**src/rtl/sccb_cfg_pkg.sv**
```systemverilog
// Shared types and constants for the SCCB configuration sequencer.
package sccb_cfg_pkg;

    typedef enum logic [2:0] {
        S_IDLE,
        S_PWR_WAIT,
        S_LOAD,
        S_REQ,
        S_GAP,
        S_DONE,
        S_ERR
    } cfg_state_e;

    localparam logic [7:0] DEV_ADDR_DEFAULT = 8'h42;

    // LUT word layout: {reg, data}
    localparam int unsigned LUT_REG_MSB  = 15;
    localparam int unsigned LUT_REG_LSB  = 8;
    localparam int unsigned LUT_DATA_MSB = 7;
    localparam int unsigned LUT_DATA_LSB = 0;

    localparam int unsigned IDX_W   = 8;
    localparam int unsigned TMR_W   = 20;
    localparam int unsigned RETRY_W = 8;

endpackage

```
**src/rtl/sccb_cfg_sequencer_if.sv**
```systemverilog
// Request/ack handshake between the configuration sequencer and an SCCB master.
interface sccb_cfg_sequencer_if;
    logic       sccb_req;
    logic       sccb_rd;
    logic [7:0] sccb_dev;
    logic [7:0] sccb_reg;
    logic [7:0] sccb_wdata;
    logic       sccb_ack;
    logic       sccb_nack;
    logic [7:0] sccb_rdata;

    modport master (
        output sccb_req, sccb_rd, sccb_dev, sccb_reg, sccb_wdata,
        input  sccb_ack, sccb_nack, sccb_rdata
    );

    modport slave (
        input  sccb_req, sccb_rd, sccb_dev, sccb_reg, sccb_wdata,
        output sccb_ack, sccb_nack, sccb_rdata
    );
endinterface

```
**src/rtl/sccb_cfg_timer.sv**
```systemverilog
// Loadable down-counter with a zero flag; shared by the power-up and gap waits.
module sccb_cfg_timer
    import sccb_cfg_pkg::*;
#(
    parameter int unsigned W = TMR_W
) (
    input  logic         clk,
    input  logic         rst,
    input  logic         load,
    input  logic [W-1:0] load_val,
    output logic         zero_c
);

    logic [W-1:0] count_q;
    logic [W-1:0] count_d;

    always_comb begin
        count_d = count_q;
        if (load) begin
            count_d = load_val;
        end else if (count_q != '0) begin
            count_d = count_q - W'(1);
        end
    end

    always_ff @(posedge clk) begin
        if (rst) begin
            count_q <= '0;
        end else begin
            count_q <= count_d;
        end
    end

    assign zero_c = (count_q == '0);

endmodule

```
**src/rtl/sccb_cfg_sequencer.sv**
```systemverilog
// Walks a register LUT after power-up, issuing SCCB ID reads then writes with NACK retry.
// Optional ID read/compare phase enabled by defining CFG_ID_CHECK_EN.
module sccb_cfg_sequencer
    import sccb_cfg_pkg::*;
#(
    parameter int unsigned LUT_SIZE   = 167,
    parameter int unsigned ID_ENTRIES = 2,
    parameter logic [7:0]  DEV_ADDR   = DEV_ADDR_DEFAULT,
    parameter logic [19:0] PWR_DELAY  = 20'd1_000_000,
    parameter logic [15:0] GAP_CYCLES = 16'd500,
    parameter int unsigned RETRY_MAX  = 3
) (
    input  logic                 clk,
    input  logic                 rst,
    input  logic                 cfg_start,
    output logic [IDX_W-1:0]     lut_index,
    input  logic [15:0]          lut_data,
    sccb_cfg_sequencer_if.master sccb,
    output logic                 cfg_busy,
    output logic                 cfg_done,
    output logic                 cfg_err,
    output logic                 id_ok
);

    // Timer is loaded with N-1 so each wait state lasts exactly N cycles.
    localparam logic [TMR_W-1:0] PWR_LOAD = (PWR_DELAY == '0) ? '0 : PWR_DELAY - 20'd1;
    localparam logic [TMR_W-1:0] GAP_LOAD = (GAP_CYCLES == '0) ? '0 : 20'(GAP_CYCLES) - 20'd1;
    localparam logic [IDX_W-1:0] LAST_IDX = IDX_W'(LUT_SIZE - 1);
`ifdef CFG_ID_CHECK_EN
    localparam logic [IDX_W-1:0] START_IDX = '0;
`else
    localparam logic [IDX_W-1:0] START_IDX = IDX_W'(ID_ENTRIES);
`endif

    cfg_state_e           state_q, state_d;
    logic [IDX_W-1:0]     index_q, index_d;
    logic [RETRY_W-1:0]   retry_q, retry_d;
    logic                 adv_q, adv_d;
    logic                 req_q, req_d;
    logic                 rd_q, rd_d;
    logic [7:0]           dev_q, dev_d;
    logic [7:0]           reg_q, reg_d;
    logic [7:0]           wdata_q, wdata_d;
    logic                 busy_q, busy_d;
    logic                 done_q, done_d;
    logic                 err_q, err_d;
    logic                 id_ok_q, id_ok_d;

    logic                 tmr_load;
    logic [TMR_W-1:0]     tmr_val;
    logic                 tmr_zero_c;
    logic                 entry_is_id_c;

    assign entry_is_id_c = (index_q < IDX_W'(ID_ENTRIES));

    sccb_cfg_timer #(.W(TMR_W)) u_timer (
        .clk      (clk),
        .rst      (rst),
        .load     (tmr_load),
        .load_val (tmr_val),
        .zero_c   (tmr_zero_c)
    );

    // Next-state, counters and registered outputs
    always_comb begin
        state_d  = state_q;
        index_d  = index_q;
        retry_d  = retry_q;
        adv_d    = adv_q;
        rd_d     = rd_q;
        dev_d    = dev_q;
        reg_d    = reg_q;
        wdata_d  = wdata_q;
        id_ok_d  = id_ok_q;
        tmr_load = 1'b0;
        tmr_val  = PWR_LOAD;

        case (state_q)
            S_IDLE: begin
                state_d  = S_PWR_WAIT;
                index_d  = START_IDX;
                tmr_load = 1'b1;
            end
            S_PWR_WAIT: begin
                if (tmr_zero_c) state_d = S_LOAD;
            end
            S_LOAD: begin
                reg_d   = lut_data[LUT_REG_MSB:LUT_REG_LSB];
                wdata_d = lut_data[LUT_DATA_MSB:LUT_DATA_LSB];
                rd_d    = entry_is_id_c;
                dev_d   = entry_is_id_c ? (DEV_ADDR | 8'h01) : DEV_ADDR;
                state_d = S_REQ;
            end
            S_REQ: begin
                if (sccb.sccb_ack) begin
                    tmr_val = GAP_LOAD;
                    if (sccb.sccb_nack) begin
                        retry_d = retry_q + RETRY_W'(1);
                        adv_d   = 1'b0;
                        if (retry_q >= RETRY_W'(RETRY_MAX)) begin
                            state_d = S_ERR;
                        end else begin
                            state_d  = S_GAP;
                            tmr_load = 1'b1;
                        end
                    end else begin
                        // On reads the write-data register holds the expected ID byte
                        if (rd_q && (sccb.sccb_rdata != wdata_q)) id_ok_d = 1'b0;
                        adv_d    = 1'b1;
                        state_d  = S_GAP;
                        tmr_load = 1'b1;
                    end
                end
            end
            S_GAP: begin
                if (tmr_zero_c) begin
                    if (adv_q) begin
                        retry_d = '0;
                        adv_d   = 1'b0;
                        if (index_q == LAST_IDX) begin
                            state_d = S_DONE;
                        end else begin
                            index_d = index_q + IDX_W'(1);
                            state_d = S_LOAD;
                        end
                    end else begin
                        state_d = S_LOAD;
                    end
                end
            end
            S_DONE, S_ERR: begin
                if (cfg_start) begin
                    state_d  = S_PWR_WAIT;
                    index_d  = START_IDX;
                    retry_d  = '0;
                    adv_d    = 1'b0;
                    id_ok_d  = 1'b1;
                    tmr_load = 1'b1;
                end
            end
            default: state_d = S_IDLE;
        endcase

`ifndef CFG_ID_CHECK_EN
        rd_d    = 1'b0;
        id_ok_d = 1'b1;
`endif

        req_d  = (state_d == S_REQ);
        done_d = (state_d == S_DONE);
        err_d  = (state_d == S_ERR);
        busy_d = !(done_d || err_d);
    end

    always_ff @(posedge clk) begin
        if (rst) begin
            state_q <= S_IDLE;
            index_q <= '0;
            retry_q <= '0;
            adv_q   <= 1'b0;
            req_q   <= 1'b0;
            rd_q    <= 1'b0;
            dev_q   <= DEV_ADDR;
            reg_q   <= '0;
            wdata_q <= '0;
            busy_q  <= 1'b1;
            done_q  <= 1'b0;
            err_q   <= 1'b0;
            id_ok_q <= 1'b1;
        end else begin
            state_q <= state_d;
            index_q <= index_d;
            retry_q <= retry_d;
            adv_q   <= adv_d;
            req_q   <= req_d;
            rd_q    <= rd_d;
            dev_q   <= dev_d;
            reg_q   <= reg_d;
            wdata_q <= wdata_d;
            busy_q  <= busy_d;
            done_q  <= done_d;
            err_q   <= err_d;
            id_ok_q <= id_ok_d;
        end
    end

    assign lut_index       = index_q;
    assign sccb.sccb_req   = req_q;
    assign sccb.sccb_rd    = rd_q;
    assign sccb.sccb_dev   = dev_q;
    assign sccb.sccb_reg   = reg_q;
    assign sccb.sccb_wdata = wdata_q;
    assign cfg_busy        = busy_q;
    assign cfg_done        = done_q;
    assign cfg_err         = err_q;
    assign id_ok           = id_ok_q;

endmodule

```
**src/flat_wrapper.sv**
```systemverilog
// flat-port wrapper written by rule: the top's interface ports become plain ports
module sccb_cfg_sequencer_flat import sccb_cfg_pkg::*;
#(
    parameter int unsigned LUT_SIZE   = 167,
    parameter int unsigned ID_ENTRIES = 2,
    parameter logic [7:0]  DEV_ADDR   = DEV_ADDR_DEFAULT,
    parameter logic [19:0] PWR_DELAY  = 20'd1_000_000,
    parameter logic [15:0] GAP_CYCLES = 16'd500,
    parameter int unsigned RETRY_MAX  = 3
)
  (clk, rst, cfg_start, lut_index, lut_data, cfg_busy, cfg_done, cfg_err, id_ok, sccb_sccb_req, sccb_sccb_rd, sccb_sccb_dev, sccb_sccb_reg, sccb_sccb_wdata, sccb_sccb_ack, sccb_sccb_nack, sccb_sccb_rdata);
  sccb_cfg_sequencer_if sccb_i ();
  input  logic clk;
  input  logic rst;
  input  logic cfg_start;
  output logic [IDX_W-1:0] lut_index;
  input  logic [15:0] lut_data;
  output logic cfg_busy;
  output logic cfg_done;
  output logic cfg_err;
  output logic id_ok;
  output wire logic [$bits(sccb_i.sccb_req)-1:0] sccb_sccb_req;
  output wire logic [$bits(sccb_i.sccb_rd)-1:0] sccb_sccb_rd;
  output wire logic [$bits(sccb_i.sccb_dev)-1:0] sccb_sccb_dev;
  output wire logic [$bits(sccb_i.sccb_reg)-1:0] sccb_sccb_reg;
  output wire logic [$bits(sccb_i.sccb_wdata)-1:0] sccb_sccb_wdata;
  input wire logic [$bits(sccb_i.sccb_ack)-1:0] sccb_sccb_ack;
  input wire logic [$bits(sccb_i.sccb_nack)-1:0] sccb_sccb_nack;
  input wire logic [$bits(sccb_i.sccb_rdata)-1:0] sccb_sccb_rdata;
  assign sccb_sccb_req = sccb_i.sccb_req;
  assign sccb_sccb_rd = sccb_i.sccb_rd;
  assign sccb_sccb_dev = sccb_i.sccb_dev;
  assign sccb_sccb_reg = sccb_i.sccb_reg;
  assign sccb_sccb_wdata = sccb_i.sccb_wdata;
  assign sccb_i.sccb_ack = sccb_sccb_ack;
  assign sccb_i.sccb_nack = sccb_sccb_nack;
  assign sccb_i.sccb_rdata = sccb_sccb_rdata;
  sccb_cfg_sequencer #(.LUT_SIZE(LUT_SIZE), .ID_ENTRIES(ID_ENTRIES), .DEV_ADDR(DEV_ADDR), .PWR_DELAY(PWR_DELAY), .GAP_CYCLES(GAP_CYCLES), .RETRY_MAX(RETRY_MAX)) u_core (.clk(clk), .rst(rst), .cfg_start(cfg_start), .lut_index(lut_index), .lut_data(lut_data), .sccb(sccb_i), .cfg_busy(cfg_busy), .cfg_done(cfg_done), .cfg_err(cfg_err), .id_ok(id_ok));
endmodule
```
**config.mk**
```make
export PLATFORM = sky130hd
export DESIGN_NAME = sccb_cfg_sequencer_flat
export DESIGN_NICKNAME = d
export VERILOG_FILES = /design/src/rtl/sccb_cfg_pkg.sv /design/src/rtl/sccb_cfg_sequencer_if.sv /design/src/rtl/sccb_cfg_timer.sv /design/src/rtl/sccb_cfg_sequencer.sv /design/src/flat_wrapper.sv
export SDC_FILE = /design/constraint.sdc
export NUM_CORES = 1
export LEC_CHECK = 0
export CORE_MARGIN = 3
export CORE_UTILIZATION = 30
export CTS_CLUSTER_SIZE = 24
export DETAILED_ROUTE_END_ITERATION = 7
export SYNTH_ARGS = -nofsm -noshare
export SYNTH_HDL_FRONTEND = slang
export SYNTH_SLANG_ARGS = --single-unit
```
**constraint.sdc**
```tcl
create_clock -name clk -period 5.7 [get_ports clk]
set_input_delay 0.855 -clock clk [delete_from_list [all_inputs] [get_ports clk]]
set_output_delay 0.855 -clock clk [all_outputs]
set_load 0.005 [all_outputs]
```
Yosys cells after proc, flatten, opt, wreduce, memory -nomap -nowiden

Cells that the tools add are included.

Bits in registers: 68
Bits of input ports: 29
Output and inout port bits: 38
Word-level logic and storage cells: 80

Add/subtract/negate cells: 3
Order comparisons: 2
Equal/unequal tests: 16
Muxes and demuxes: 35
Reductions and logical operators: 12

Operators with widths:

| operator                                                                            | number |
|---|---|
| 20-bit 2-to-1 mux                                                                   | 4 |
| 8-bit 2-to-1 mux                                                                    | 9 |
| 8-bit one-hot mux with 3 select lines                                               | 2 |
| 20-bit zero test                                                                    | 1 |
| 20-bit nonzero test                                                                 | 1 |
| 20-bit by 1-bit subtractor with 20-bit output, second input constant                | 1 |
| 3-bit 2-to-1 mux                                                                    | 6 |
| 3-bit one-hot mux with 6 select lines                                               | 1 |
| 8-bit by 1-bit adder with 8-bit output, second input constant                       | 2 |
| 3-bit equality test, second input constant                                          | 5 |
| 3-bit by 2-bit equality test with 1-bit output, second input constant               | 3 |
| 1-bit 2-to-1 mux                                                                    | 9 |
| 8-bit equality test, second input constant                                          | 1 |
| 8-bit by 2-bit greater-or-equal comparator with 1-bit output, second input constant | 1 |
| 8-bit by 2-bit < comparator with 1-bit output, second input constant                | 1 |
| 2-bit inequality test, second input constant                                        | 4 |
| 1-bit one-hot mux with 3 select lines                                               | 2 |
| 6-bit AND reduction                                                                 | 1 |
| 3-bit nonzero test                                                                  | 2 |
| 5-bit AND reduction                                                                 | 1 |
| 2-bit 2-to-1 mux                                                                    | 2 |
| 2-bit by 1-bit inequality test with 1-bit output, second input constant             | 2 |
| 4-bit AND reduction                                                                 | 1 |
| 3-bit by 1-bit equality test with 1-bit output, second input constant               | 1 |
| 5 further kinds                                                                     | 5 |

Depth between registers and ports, before layout

Depth in word-level cells: 8
Gate-level depth with buffers: 9
Mapped depth without buffers: 7

Hierarchy

Synthesis repeated with hierarchy kept, for this count alone.

Cell total of the unflattened synthesis: 376
Area total of the unflattened synthesis: 3,196.8 µm²

Modules (own cells, without submodules):

| module             | instances | cells an instance | area each (µm²) | seq. area each (µm²) |
|---|---|---|---|---|
| sccb_cfg_sequencer | 1         | 254               | 2,115.8         | 820.8 |
| sccb_cfg_timer     | 1         | 122               | 1,081.0         | 400.4 |

Least setup slack after synthesis

No wires, ideal clock.

Path kind: input to register
From: input port cfg_start
To: register u_core.index_q[5] (netlist: u_core.lut_index[5])
Library setup time: 0.121 ns
Data arrival time: 1.810 ns
Required time: 5.579 ns
Path slack: 3.769 ns
Stages on the path: 5
Path buffers: 0
Path through: nor2b_1 -> a21oi_1 -> nand4_1 -> a21oi_1 -> mux2_2

Word-level cells in the longest chain between the ends: 2

Ends and longest elaborated chain:

| what                            | line                      | RTL |
|---|---|---|
| from (decl)                     | flat_wrapper.sv:15        | `input logic cfg_start;` |
| 2-bit inequality test (no line) | --                        |  |
| 5-bit AND reduction (no line)   | --                        |  |
| to (signal assigned)            | sccb_cfg_sequencer.sv:172 | `index_q <= index_d;` |
| to (decl)                       | sccb_cfg_sequencer.sv:36  | `logic [IDX_W-1:0] index_q, index_d;` |

No other way between the ends.
A chain may end at the register's enable or synchronous reset.

Worst setup path after layout

From: register u_core.u_timer.count_q[0]
To: register u_core.req_q (netlist: u_core.sccb.sccb_req)

Word-level cells in the longest chain between the ends: 4
Elaborated cells on any way between the ends: 5
Those cells by class: eq/ne: 1; mux: 3; reduce/logical: 1

Ends and longest elaborated chain:

| what                                             | line                                                | RTL |
|---|---|---|
| from (decl)                                      | sccb_cfg_timer.sv:14                                | `logic [W-1:0] count_q;` |
| from (signal assigned)                           | sccb_cfg_timer.sv:30                                | `count_q <= count_d;` |
| 20-bit zero test *                               | sccb_cfg_timer.sv:34                                | `assign zero_c = (count_q == '0);` |
| 3-bit 2-to-1 mux, on equally long branches       | sccb_cfg_sequencer.sv:116, sccb_cfg_sequencer.sv:85 |  |
| 3-bit one-hot mux with 6 select lines *          | sccb_cfg_sequencer.sv:78                            | `case (state_q)` |
| 3-bit by 2-bit equality test with 1-bit output * | sccb_cfg_sequencer.sv:149                           | `req_d = (state_d == S_REQ);` |
| to (signal assigned)                             | sccb_cfg_sequencer.sv:175                           | `req_q <= req_d;` |
| to (decl)                                        | sccb_cfg_sequencer.sv:39                            | `logic req_q, req_d;` |

Mark *: on every way between the ends. The rest lies on a longest branch, timed or not.

==> flow_summary_export.csv <==
group,metric,value,unit
status,status,"finished, final reports clean",
timing,relSlewSlack,0.2912,
pwr,p_leak,1.385,nW
timing,max_slew.worst_pin.slew,1057,ps
worst_hold_path,min_to,"u_core.sccb.sccb_reg[0]$_SDFFE_PP0P_",
grt,grt_pass1_vias,2715,
setup_path,cp.arrival,2870,ps
logic_synthesis,syn_avg_cell_area,8.207,sq um
cts,cts_max_level,3,
floorplan,dieArea,11830,sq um
detailed_routing,post_drt_wl_per_cell,13.46,microns
place,gp_congestion,0.8052,
timing,rsz0062_at_grt,"no",
detailed_routing,drc,0,
final_layout,finalNetCount,463,
cts,clockRootBuffer,"clkbuf_8",
grt,grtUsageTotal,0.1331,
final_layout,num_antenna_cells,0,
timing,finalSetupViolations,0,
logic_synthesis,yosysSeqAreaShare,0.3855,
cts,clk_pin_slew_worst_paths,70,ps
timing,finalClockSkew,9.968,ps
cts,post_cts_buffers,0,
final_layout,final_layout_size_suffix_gt1_frac,0.08295,
cts,cts_tree,"built",
grt,grt_overflow,0,
setup_path,end_kind,"register",
logic_synthesis,synth_warnings,0,
logic_synthesis,synth_edf_count,0,
detailed_routing,route.final.wire_length,7629,microns
final_layout,top_register,"u_core.u_timer.count_q",
logic_synthesis,synthArstFlopShare,0,
setup_path,worstReg2RegStart,"u_core.u_timer.count_q[0]$_SDFFE_PP0P_",
floorplan,die_w,108.8,microns
setup_path,reg2reg_to,"u_core.sccb.sccb_req$_SDFF_PP0_",
final_layout,area_delta_synth_final,25.16,%
setup_path,crit_path_start_kind,"register",
grt,grt_max_degree,43,
timing,clock.fmax,373.5,MHz
final_layout,multi_input_area,1790,sq um
setup_path,path_class,"register to register",
logic_synthesis,synth_cells,386,
place,io_buffer_count,49,
floorplan,die_h,108.8,microns
detailed_routing,first_iter_violations,170,
place,dp_hpwl,5456,microns
cts,clock-sinks,61,
pwr,p_per_area,277.7,nW/um^2
final_layout,fillers,1036,
cts,worstSkewPairLatency,330,ps
floorplan,io_pins,67,
setup_path,slowest_stage,"and4_1",
timing,maxSlewViolCount,0,
worst_hold_path,hold_path_depth,2,
final_layout,largest_reg_flops,20,
final_layout,utilization,0.3965,
timing,fin_crit,2677,ps
cts,ctsResizeCount,0,
grt,grt_pass1_wl,12680,microns
logic_synthesis,synth_area,3168,sq um
logic_synthesis,synth-seq-cells,61,
setup_path,max_stage_delay,650,ps
detailed_routing,first_pass_iters,4,
setup_path,rr_worst_depth,7,
final_layout,stdcell_count,567,
floorplan,rows,36,
final_layout,seq_area,1221,sq um
worst_hold_path,hp-class,"register to register",
timing,setup_tns,0,ps
setup_path,crit_buf_inv,1,
pwr,ir_drop,149.1,uV
detailed_routing,avgViaCountPerCell,5.104,
detailed_routing,vias,2894,
setup_path,cpLargestDelayFamily,"simple AND/OR/NAND/NOR gates",
grt,antenna_found_initial,0,
logic_synthesis,synth_ff_type,"dfxtp_1",
detailed_routing,ant_nets,0,
flow_run,max_cap_violations,0,
timing,setup_slack,3023,ps
cts,holdBufCountCts,0,
floorplan,fp.coreArea,10000,sq um
logic_synthesis,ys_types,59,
timing,post-route-period-util,0.4697,
worst_hold_path,hp-start,"u_core.sccb.sccb_reg[0]$_SDFFE_PP0P_",
place,numPlacedInstances,551,
place,dp_slack,2935,ps
timing,hold_viol_final,0,
setup_path,cp_max_fo,15,
setup_path,crit_chain,"inv_1 > ha_1 > nor3b_2 > and4_1 > a31oi_1 > o31a_1 > nor4_1",
floorplan,floorplan.initialDensity,0.3168,
setup_path,cp.required,5900,ps
cts,clk_path_buf_depth,2,
cts,cts_made_buffers,9,
setup_path,reg2reg_slack,3020,ps
[worst register-to-register path, stage by stage (launching register included)]
cell	delay [ps]
dfxtp_1	330
inv_1	100
ha_1	200
nor3b_2	400
and4_1	660
a31oi_1	160
o31a_1	320
nor4_1	380
[worst max path at each step]
stage	start	endpoint	slack, ps	cells past startpoint
after global routing	u_core.u_timer.count_q[0]$_SDFFE_PP0P_	u_core.sccb.sccb_req$_SDFF_PP0_	2790	7
after CTS	u_core.u_timer.count_q[0]$_SDFFE_PP0P_	u_core.sccb.sccb_req$_SDFF_PP0_	3010	7
final	u_core.u_timer.count_q[0]$_SDFFE_PP0P_	u_core.sccb.sccb_req$_SDFF_PP0_	3020	7
after floorplan	cfg_start	u_core.lut_index[5]$_SDFFE_PP0P_	3770	5
after detailed placement	cfg_start	u_core.u_timer.count_q[9]$_SDFFE_PP0P_	2940	5
after global placement	cfg_start	u_core.lut_index[5]$_SDFFE_PP0P_	2920	6
[layer usage]
metal | wire length (microns) | share of wire | track usage
met5 | 0 | 0 | 0
met4 | 105 | 0.014 | 0.04869
met3 | 330 | 0.043 | 0.04855
met2 | 3657 | 0.48 | 0.2114
met1 | 3536 | 0.46 | 0.1654
[final cells by class]
| class | instances | area share |
|---|---|---|
| flip-flops and latches | 61 | 0.3080 |
| repair buffers | 50 | 0.1256 |
| clock inverters | 6 | 0.02777 |
| well taps | 133 | 0.04197 |
| clock buffers | 10 | 0.03471 |
| multi-input cells | 296 | 0.4516 |
| inverters | 11 | 0.01041 |
[power breakdown]
group          total [mW]  switching [mW]  leakage, nW  internal, mW
logic               0.156          0.0866        0.770        0.0691
registers           0.473          0.0284        0.496         0.445
clock network       0.472           0.171        0.119         0.302
[metrics by stage]
step	hold WS (ps)	area (sq um)	total power, mW
finish	455.2	3965	1.101
global route	470.5	3965	1.160
CTS	458.0	3965	1.117
detailed placement	446.7	3717	0.6363
global placement	443.6	3717	0.6336
floorplan	442.0	3194	0.5973
[layout by cell type (no fill, tap or decap), types with 3 or more instances in the layout]
cell type and instances:
nand2b_1 5, and4_1 4, o31a_1 3, a311oi_1 7
inv_1 11, clkdlybuf4s50_1 49, xnor2_1 10, conb_1 9
nor3_2 3, a22oi_1 3, nor4_1 10, a21oi_1 54
mux2i_1 3, nor2_1 21, a21o_1 4, dfxtp_1 61
a211oi_1 4, bufinv_16 3, clkbuf_8 10, and3_1 5
ha_1 4, nand3_1 11, nor3_1 6, nand4_1 7
and2_1 3, o21ai_0 21, nand2_1 54, or3_1 8
[cells by family after synthesis]
kind of cell | count (synthesis) | share of synthesized area
and+or+nand+nor | 151 | 0.2583
AOI/OAI and AO/OA | 115 | 0.2263
DFF | 61 | 0.3855
buffers and inverters | 36 | 0.05924
xor gates and xnor gates | 12 | 0.03318
adders and majority gates | 5 | 0.02212
muxes | 4 | 0.01303
other | 2 | 0.002371
[cells in the mapped netlist, types with 3 or more instances]
cell type	instances	area share
and4_1	4	0.011
nor2_1	21	0.025
nand3_1	11	0.017
dfxtp_1	61	0.39
nor3_1	7	0.011
nand4_1	7	0.014
a21o_1	4	0.0095
o31a_1	3	0.0083
a21oi_1	54	0.085
buf_4	11	0.026
mux2i_1	3	0.0095
or3_1	8	0.016
and2_1	3	0.0059
xnor2_1	10	0.028
and3_1	5	0.0099
nand2b_1	5	0.0099
inv_1	11	0.013
clkbuf_1	10	0.012
nor4_1	10	0.020
nand2_1	54	0.064
a211oi_1	4	0.0095
a311oi_1	7	0.019
ha_1	4	0.016
o21ai_0	21	0.033
a22oi_1	3	0.0071
Note: power is estimated with default switching activity, not from simulation.
